`src/rtl/pipe_pkg.sv`:
```
// Shared types for the elastic (valid/ready) pipeline.
// One skid stage holds up to two beats: main register plus skid register.
package pipe_pkg;

  typedef enum logic [1:0] {
    SKID_EMPTY = 2'd0,
    SKID_ONE   = 2'd1,
    SKID_FULL  = 2'd2
  } skid_state_e;

endpackage

```
`src/rtl/skid_stage.sv`:
```
// One 2-entry skid buffer stage. in_ready depends only on this stage's registered
// state, so back-pressure never forms a combinational path through the stage.
module skid_stage
  import pipe_pkg::*;
#(
  parameter int unsigned WIDTH = 64
) (
  input  logic             clk,
  input  logic             rst_n,
  input  logic             flush,
  input  logic [WIDTH-1:0] in_data,
  input  logic             in_valid,
  output logic             in_ready,
  output logic [WIDTH-1:0] out_data,
  output logic             out_valid,
  input  logic             out_ready
);

  skid_state_e      state_q, state_d;
  logic [WIDTH-1:0] main_q, main_d;
  logic [WIDTH-1:0] skid_q, skid_d;
  logic             in_fire, out_fire;

  assign in_ready  = (state_q != SKID_FULL) & ~flush & rst_n;
  assign out_valid = (state_q != SKID_EMPTY) & rst_n;
  assign out_data  = main_q;
  assign in_fire   = in_valid & in_ready;
  assign out_fire  = out_valid & out_ready;

  always_comb begin
    state_d = state_q;
    main_d  = main_q;
    skid_d  = skid_q;
    unique case (state_q)
      SKID_EMPTY: begin
        if (in_fire) begin
          state_d = SKID_ONE;
          main_d  = in_data;
        end
      end
      SKID_ONE: begin
        if (in_fire && !out_fire) begin
          state_d = SKID_FULL;
          skid_d  = in_data;
        end else if (!in_fire && out_fire) begin
          state_d = SKID_EMPTY;
        end else if (in_fire && out_fire) begin
          main_d = in_data;
        end
      end
      SKID_FULL: begin
        if (out_fire) begin
          state_d = SKID_ONE;
          main_d  = skid_q;
        end
      end
      default: state_d = SKID_EMPTY;
    endcase
    // Flush empties the stage but leaves the data registers alone.
    if (flush) state_d = SKID_EMPTY;
  end

  always_ff @(posedge clk) begin
    if (!rst_n) begin
      state_q <= SKID_EMPTY;
      main_q  <= '0;
      skid_q  <= '0;
    end else begin
      state_q <= state_d;
      main_q  <= main_d;
      skid_q  <= skid_d;
    end
  end

  a_no_ready_when_full: assert property (@(posedge clk) (state_q == SKID_FULL) |-> !in_ready);

endmodule

```
`src/rtl/elastic_pipe.sv`:
```
// Valid/ready pipeline built from a chain of skid stages plus an occupancy counter.
// PIPE_DEPTH = 0 degenerates to a combinational pass-through.
module elastic_pipe #(
  parameter int unsigned  WIDTH      = 64,
  parameter int unsigned  PIPE_DEPTH = 1,
  localparam int unsigned CNT_W      = (PIPE_DEPTH == 0) ? 1 : $clog2(2 * PIPE_DEPTH + 1)
) (
  input  logic             clk,
  input  logic             rst_n,
  input  logic             flush,
  input  logic [WIDTH-1:0] in_data,
  input  logic             in_valid,
  output logic             in_ready,
  output logic [WIDTH-1:0] out_data,
  output logic             out_valid,
  input  logic             out_ready,
  output logic [CNT_W-1:0] occupancy
);

  if (PIPE_DEPTH == 0) begin : g_bypass
    logic unused_flush;
    assign unused_flush = flush;
    assign out_data     = in_data & {WIDTH{rst_n}};
    assign out_valid    = in_valid & rst_n;
    assign in_ready     = out_ready & rst_n;
    assign occupancy    = '0;
  end else begin : g_chain
    localparam logic [CNT_W-1:0] MaxOcc = CNT_W'(2 * PIPE_DEPTH);

    logic [WIDTH-1:0] data_c [PIPE_DEPTH+1];
    logic [PIPE_DEPTH:0] valid_c, ready_c;
    logic [CNT_W-1:0] occ_q, occ_d;
    logic in_fire, out_fire;

    assign data_c[0]           = in_data;
    assign valid_c[0]          = in_valid;
    assign in_ready            = ready_c[0];
    assign out_data            = data_c[PIPE_DEPTH];
    assign out_valid           = valid_c[PIPE_DEPTH];
    assign ready_c[PIPE_DEPTH] = out_ready;

    for (genvar k = 0; k < PIPE_DEPTH; k++) begin : g_stage
      skid_stage #(
        .WIDTH(WIDTH)
      ) u_stage (
        .clk      (clk),
        .rst_n    (rst_n),
        .flush    (flush),
        .in_data  (data_c[k]),
        .in_valid (valid_c[k]),
        .in_ready (ready_c[k]),
        .out_data (data_c[k+1]),
        .out_valid(valid_c[k+1]),
        .out_ready(ready_c[k+1])
      );
    end

    assign in_fire  = in_valid & in_ready;
    assign out_fire = out_valid & out_ready;

    always_comb begin
      occ_d = occ_q;
      if (flush) begin
        occ_d = '0;
      end else if (in_fire && !out_fire) begin
        occ_d = occ_q + 1'b1;
      end else if (!in_fire && out_fire) begin
        occ_d = occ_q - 1'b1;
      end
    end

    always_ff @(posedge clk) begin
      if (!rst_n) occ_q <= '0;
      else        occ_q <= occ_d;
    end

    assign occupancy = occ_q;

    a_out_stable: assert property (@(posedge clk)
      (rst_n && $past(rst_n) && $past(out_valid && !out_ready && !flush))
      |-> (out_valid && out_data == $past(out_data)));

    a_in_hold: assert property (@(posedge clk)
      (rst_n && $past(rst_n) && $past(in_valid && !in_ready))
      |-> (in_valid && in_data == $past(in_data)));

    a_occ_bound: assert property (@(posedge clk) occ_q <= MaxOcc);
  end

endmodule

```
`config.mk`:
```
export PLATFORM = sky130hd
export DESIGN_NAME = elastic_pipe
export DESIGN_NICKNAME = d
export VERILOG_FILES = /design/src/rtl/pipe_pkg.sv /design/src/rtl/skid_stage.sv /design/src/rtl/elastic_pipe.sv
export SDC_FILE = /design/constraint.sdc
export NUM_CORES = 1
export LEC_CHECK = 0
export ABC_AREA = 1
export BUFFER_PORTS_ARGS = -buffer_cell sky130_fd_sc_hd__buf_2
export CAP_MARGIN = 30
export CORE_MARGIN = 2
export CORE_UTILIZATION = 50
export CTS_CLUSTER_SIZE = 8
export DETAILED_ROUTE_END_ITERATION = 6
export GPL_ROUTABILITY_DRIVEN = 0
export GPL_TIMING_DRIVEN = 0
export PLACE_DENSITY = 0.75
export SYNTH_ARGS = -nofsm -noshare
export SYNTH_HDL_FRONTEND = slang
export SYNTH_SLANG_ARGS = --single-unit
```
`constraint.sdc`:
```
create_clock -name clk -period 2.3 [get_ports clk]
set_input_delay 0.46 -clock clk [delete_from_list [all_inputs] [get_ports clk]]
set_output_delay 0.46 -clock clk [all_outputs]
set_load 0.01 [all_outputs]
```
After elaboration in Yosys (flattened, before gate mapping)
Cells that the tools add are included.
{"block": "word_totals", "regBits": 132, "latch_bits": 0, "ram_bits": 0, "rom_bits": 0, "in_bits": 69, "output_inout_bits": 68, "wordCells": 48, "n_memories": 0}
{"block": "classes", "addsub": 2, "n_mul": 0, "div_mod_pow": 0, "n_lt_le_gt_ge": 0, "eq_ne": 9, "shifts": 0, "n_mux": 13, "bitwise": 7, "reduce_logical": 13}
{"cell": "$mux 64", "count": 5}
{"cell": "$pmux 64 s3", "count": 1}
{"cell": "$mux 2", "count": 6}
{"cell": "$ne 2x1->1 const B", "count": 3}
{"cell": "$ne 2x2->1 const B", "count": 3}
{"cell": "$pmux 2 s3", "count": 1}
{"cell": "$reduce_and 6->1", "count": 1}
{"cell": "$and 1x1->1", "count": 5}
{"cell": "$reduce_bool 2->1", "count": 2}
{"cell": "$logic_and 1x1->1", "count": 3}
{"cell": "$ne 3x3->1 const B", "count": 1}
{"cell": "$reduce_and 3->1", "count": 1}
{"cell": "$reduce_bool 3->1", "count": 1}
{"cell": "$add 2x1->2 const B", "count": 1}
{"cell": "$eq 2x1->1 const B", "count": 1}
{"cell": "$eq 2x2->1 const B", "count": 1}
{"cell": "$logic_not 1->1", "count": 2}
{"cell": "$logic_not 2->1", "count": 1}
{"cell": "$not 1->1", "count": 2}
{"cell": "$reduce_and 2->1", "count": 1}
{"cell": "$reduce_or 2->1", "count": 1}
{"cell": "$sub 2x1->2 const B", "count": 1}

Logic depth before layout (Yosys ltp)
{"block": "depth", "word_depth": 9, "ltp_mapped": 14, "depth_no_buf": 12}

By module
A second synthesis with hierarchy kept.
{"block": "hier_totals", "hier_cells": 1020, "area_unflattened_um2": 6327.3}
{"mod": "skid_stage", "instances": 1, "cells_each": 998, "area_each_um2": 6194.7, "seq_area_each_um2": 2602.5}
{"mod": "elastic_pipe", "instances": 1, "cells_each": 22, "area_each_um2": 132.6, "seq_area_each_um2": 40.0}

Worst setup path after synthesis
OpenSTA, ideal clock, no wires.
{"block": "synth_timing", "path_kind": "input-to-reg", "startpoint": "input rst_n", "endpoint": "register g_chain.g_stage[0].u_stage.main_q[0]", "setup_ns": 0.064, "arrival_time_ns": 1.719, "required_ns": 2.236, "setup_slack_ns": 0.517, "path_stages": 13, "path_buffers": 2, "cell_sequence": "inv_2 nor2_4 nand3_2 inv_1 ha_1 inv_1 nand3_1 nand2_1 nand3_1 buf_2 buf_2 nor2_1 nor2_1"}
{"block": "synth_via", "elab_chain_cells": 6, "elab_cells_between_ends": 15, "classes_between": "eq/ne (5); bitwise (4); reduce/logical (6)"}
{"item": "from (decl)", "line": "elastic_pipe.sv:9", "text": "input logic rst_n,"}
{"item": "$and 1x1->1, on equally long branches", "line": "skid_stage.sv:24, skid_stage.sv:25"}
{"item": "$and 1x1->1, on equally long branches", "line": "skid_stage.sv:27, skid_stage.sv:28"}
{"item": "$logic_not 1->1, on equally long branches", "line": "skid_stage.sv:45, skid_stage.sv:42"}
{"item": "$logic_and 1x1->1, on equally long branches", "line": "skid_stage.sv:45, skid_stage.sv:42"}
{"item": "$ne 2x2->1 (no source line)"}
{"item": "$reduce_and 6->1 (no source line)"}
{"item": "to (signal assigned)", "line": "skid_stage.sv:70", "text": "main_q <= main_d;"}
{"item": "to (decl)", "line": "skid_stage.sv:20", "text": "logic [WIDTH-1:0] main_q, main_d;"}
Parallel ways exist; a longest one is shown, timed or not.
A chain may end at the register's enable or synchronous reset.

Worst setup path after layout
{"block": "layout_timing", "startpoint": "register g_chain.g_stage[0].u_stage.state_q[0]", "endpoint": "register g_chain.g_stage[0].u_stage.skid_q[47]"}
{"block": "layout_via", "elab_chain_cells": 6, "elab_cells_between_ends": 11, "classes_between": "eq/ne (2); bitwise (5); reduce/logical (4)"}
{"item": "from (decl)", "line": "skid_stage.sv:19", "text": "skid_state_e state_q, state_d;"}
{"item": "from (signal assigned)", "line": "skid_stage.sv:69", "text": "state_q <= state_d;"}
{"item": "$ne 2x2->1 / $reduce_bool 2->1 (equally long branches)", "line": "skid_stage.sv:24, skid_stage.sv:25"}
{"item": "$and 1x1->1, on equally long branches", "line": "skid_stage.sv:24, skid_stage.sv:25"}
{"item": "$and 1x1->1, on equally long branches", "line": "skid_stage.sv:24, skid_stage.sv:28"}
{"item": "$and 1x1->1 / $logic_not 1->1 (equally long branches)", "line": "skid_stage.sv:27, skid_stage.sv:42"}
{"item": "$logic_and 1x1->1", "line": "skid_stage.sv:42", "text": "if (in_fire && !out_fire) begin"}
{"item": "$reduce_and 2->1 (no source line) *"}
{"item": "to (signal assigned)", "line": "skid_stage.sv:71", "text": "skid_q <= skid_d;"}
{"item": "to (decl)", "line": "skid_stage.sv:21", "text": "logic [WIDTH-1:0] skid_q, skid_d;"}
Mark *: on every way between the ends. The rest lies on a longest branch, timed or not.

==> summary.txt <==
Outcome
  – Status: finished clean

Layout
  – Non-filler cells, final: 1178
  – Layout cell share with drive strength beyond 1: 18.74%
  – Footprint of the multi-input gates: 0.002337 mm^2
  – Commonest cells after routing, fill and taps aside: nand2_1 (195), buf_2 (150), inv_1 (137)
  – Inserted Diodes: 0
  – Fill count: 1096
  – Commonest non-fill, non-tap cell in the layout: nand2_1
  – Fin nets: 1094
  – Area Growth Syn to Fin: 24.55%
  – Register area: 0.002643 mm^2

GRT
  – First-pass GRT wire length: 23.17 mm
  – Vias in the first global route: 5063
  – Largest net degree at the start of global routing: 17
  – Initial antenna violation count: 0
  – GR Overflow Total: 0
  – Overall global routing resource usage: 22.84%

Pwr
  – Sw frac: 23.74%
  – Clock group share of total power: 45.8%
  – Combinational share of power: 10.4%
  – P_int: 4207 uW
  – NetSw: 1309 uW
  – P_leak: 0.003630 uW
  – Pwr Density: 765.7 mW/mm^2
  – Flop pwr share: 43.9%
  – IR drop worst, VDD: 565.1 uV

Placed design
  – Dpl hpwl: 9.625 mm
  – Port Buffers: 136
  – DP Cell Count: 1146

Timing
  – Worst hold margin: 0.3417 ns
  – Slew HR: 54.76%
  – Final hold violations: 0
  – FMAX: 483.5 MHz
  – Slew @ Worst Pin: 0.6786 ns
  – Slew Viols, Final: 0
  – Final setup skew: 0.004247 ns
  – Post-layout min period: 2.068 ns
  – Endpoints failing setup: 0
  – Period utilization: 89.92%
  – Fin Setup TNS: 0 ns
  – RSZ-0062 raised after global routing: no

Clocking
  – CTS tree: yes
  – CTS root buf: clkbuf_16
  – Clk buf depth: 2
  – Inserted Clock Buffers: 17
  – Hold_buf cts: 0
  – H-Tree Depth: 4
  – Reg clk slew, reported paths: 0.05 ns
  – Clock Latency Late Sink: 0.41 ns
  – Clock tree sinks: 132

Floorplan
  – Core Box Area: 0.01137 mm^2
  – Die area: 0.01244 mm^2
  – Std-Cell Rows: 39
  – Die W: 111.6 um
  – Die H: 111.6 um
  – Num ports: 137
  – Initial Util: 50.87%

Flow run
  – Maxcap violations: 0

Routing
  – Met1 Wirelength: 6.346 mm
  – DR iter-0 viols: 332
  – Highest routed layer: met4
  – Wire per inst: 11.75 um
  – Met3 Routed Length: 703 um
  – Via density: 4.745
  – Metal2 WL: 6.477 mm
  – Post-route antenna net violation count: 0
  – Drt pass-1 iters: 5
  – Total number of vias: 5590
  – Drc violations: 0
  – Routed WL: 13.84 mm

Worst setup path
  – CP peak stage delay: 0.42 ns
  – R2R depth: 9
  – Reg2reg end: g_chain.g_stage[0].u_stage.skid_q[47]$_SDFFE_PN0P_
  – Top cell by count, worst path: clkbuf_1
  – Worst EP required: 2.59 ns
  – Critical path class: register to register
  – Setup crit end kind: register
  – WP data arrival: 2.35 ns
  – Crit-path max FO: 10
  – CP cell instances: inv_2 > nand2_2 > nand3_2 > inv_1 > ha_1 > nand3_1 > clkbuf_1 > clkbuf_1 > a21oi_1
  – Crit-path slowest cell: clkbuf_1
  – RR Startpoint: g_chain.g_stage[0].u_stage.state_q[0]$_SDFFE_PP0P_
  – Critical Path Source Type: register
  – R2R Setup Slk: 0.23 ns

Synth
  – Cell taking the most area after synthesis: dfxtp_1
  – Syn Area/Cell: 6.672 um^2
  – Cell count after synthesis: 867
  – Syn nets: 939
  – Synth area leaders: dfxtp_1 (46%), nand2_1 (13%), o21ai_0 (11%), inv_1 (8.9%), nor2_1 (8.5%)
  – Yosys reg bits: 132
  – Top cell type's share of synthesized area: 45.68%
  – Yosys warns: 0
  – Synth unique cells: 17
  – Post-synthesis sequential area ratio: 45.68%
  – Synthesized area: 0.005784 mm^2

Min path
  – Hold Startpoint: in_data[51]
  – Hold-critical path depth: 3
  – Worst Hold Endpoint: g_chain.g_stage[0].u_stage.skid_q[51]$_SDFFE_PN0P_
  – HP Class: input port to register
==> cell usage after synthesis (all sizes together) <==
master / n
buf: 25
nand4: 1
nand2: 197
a21oi: 69
clkbuf: 31
dfxtp: 132
inv: 139
nor2: 132
nand3: 7
o21ai: 131
ha: 3
==> critical path, delay by kind of cell, from the launching register on <==
family	cells	cell delay (ns)
AOI/OAI and AO/OA	1	0.12
adders and majority gates	1	0.24
buffers and inverters	4	0.90
DFF	1	0.36
and+or+nand+nor	3	0.31
==> registers in the layout (all words and copies together) (netlist names) <==
signal,flops
g_chain.g_stage.u_stage.skid_q,64
g_chain.g_stage.u_stage.out_data,64
occupancy,2
g_chain.g_stage.u_stage.state_q,2
==> logic make-up (layout without fill, tap and decap cells) <==
family	count (synthesis)	in the layout	synth area share (%)
simple gates	337	337	22.45
fa+ha+maj	3	3	0.6490
compound gates	200	200	17.30
flops	132	132	45.68
buf+inv	195	363	13.91
==> repair_timing <==
item	in CTS	in global routing
setup buffers	0	0
endpoints found under the setup margin	0	15
gates resized for setup	0	11
==> per-layer routing <==
metal	track usage [%]	vias to the layer above
met5	0	-
met2	36.91	145
met4	9.794	0
met1	29.12	2459
met3	5.825	27
li1	-	2959
==> power groups by stage <==
stage	Sequential (uW)	Clock (uW)	Combinational [uW]
6_report	2420	2530	571
5_1_grt	2430	2670	655
4_1_cts	2420	2560	574
3_5_place_dp	2470	0	567
3_3_place_gp	2460	0	562
2_1_floorplan	2510	0	305
==> layout make-up <==
type / instances / area share (%)
plain buffers: 56 / 4.047
multi-input cells: 540 / 32.44
repair buffers: 136 / 9.448
clock buffers: 28 / 7.034
flip-flops and latches: 132 / 36.68
well taps: 143 / 2.484
inverters: 139 / 7.242
clock inverters: 4 / 0.6252
==> per-stage QoR <==
step	util, %	total power, uW	instance area (um^2)	worst slack [ns]
after floorplan	-	2811	5784	0.5169
after detailed placement	58.44	3034	6644	0.004086
final	63.37	5516	7204	0.2319
after CTS	63.29	5549	7196	0.1952
after global placement	58.44	3027	6644	0.03897
after global routing	63.37	5759	7204	0.0007869
==> how the worst max path moves through the flow <==
stage	from	to	slack [ns]	cells after the start
detailed placement	rst_n	g_chain.g_stage[0].u_stage.skid_q[62]$_SDFFE_PN0P_	0.004	10
finish	g_chain.g_stage[0].u_stage.state_q[0]$_SDFFE_PP0P_	g_chain.g_stage[0].u_stage.skid_q[47]$_SDFFE_PN0P_	0.23	9
global route	g_chain.g_stage[0].u_stage.state_q[0]$_SDFFE_PP0P_	g_chain.g_stage[0].u_stage.skid_q[40]$_SDFFE_PN0P_	0.0008	10
global placement	rst_n	g_chain.g_stage[0].u_stage.out_data[58]$_SDFFE_PN0P_	0.04	14
CTS	g_chain.g_stage[0].u_stage.state_q[0]$_SDFFE_PP0P_	g_chain.g_stage[0].u_stage.skid_q[58]$_SDFFE_PN0P_	0.20	9
floorplan	rst_n	g_chain.g_stage[0].u_stage.out_data[0]$_SDFFE_PN0P_	0.52	13
(Power assumes the default switching activity.)
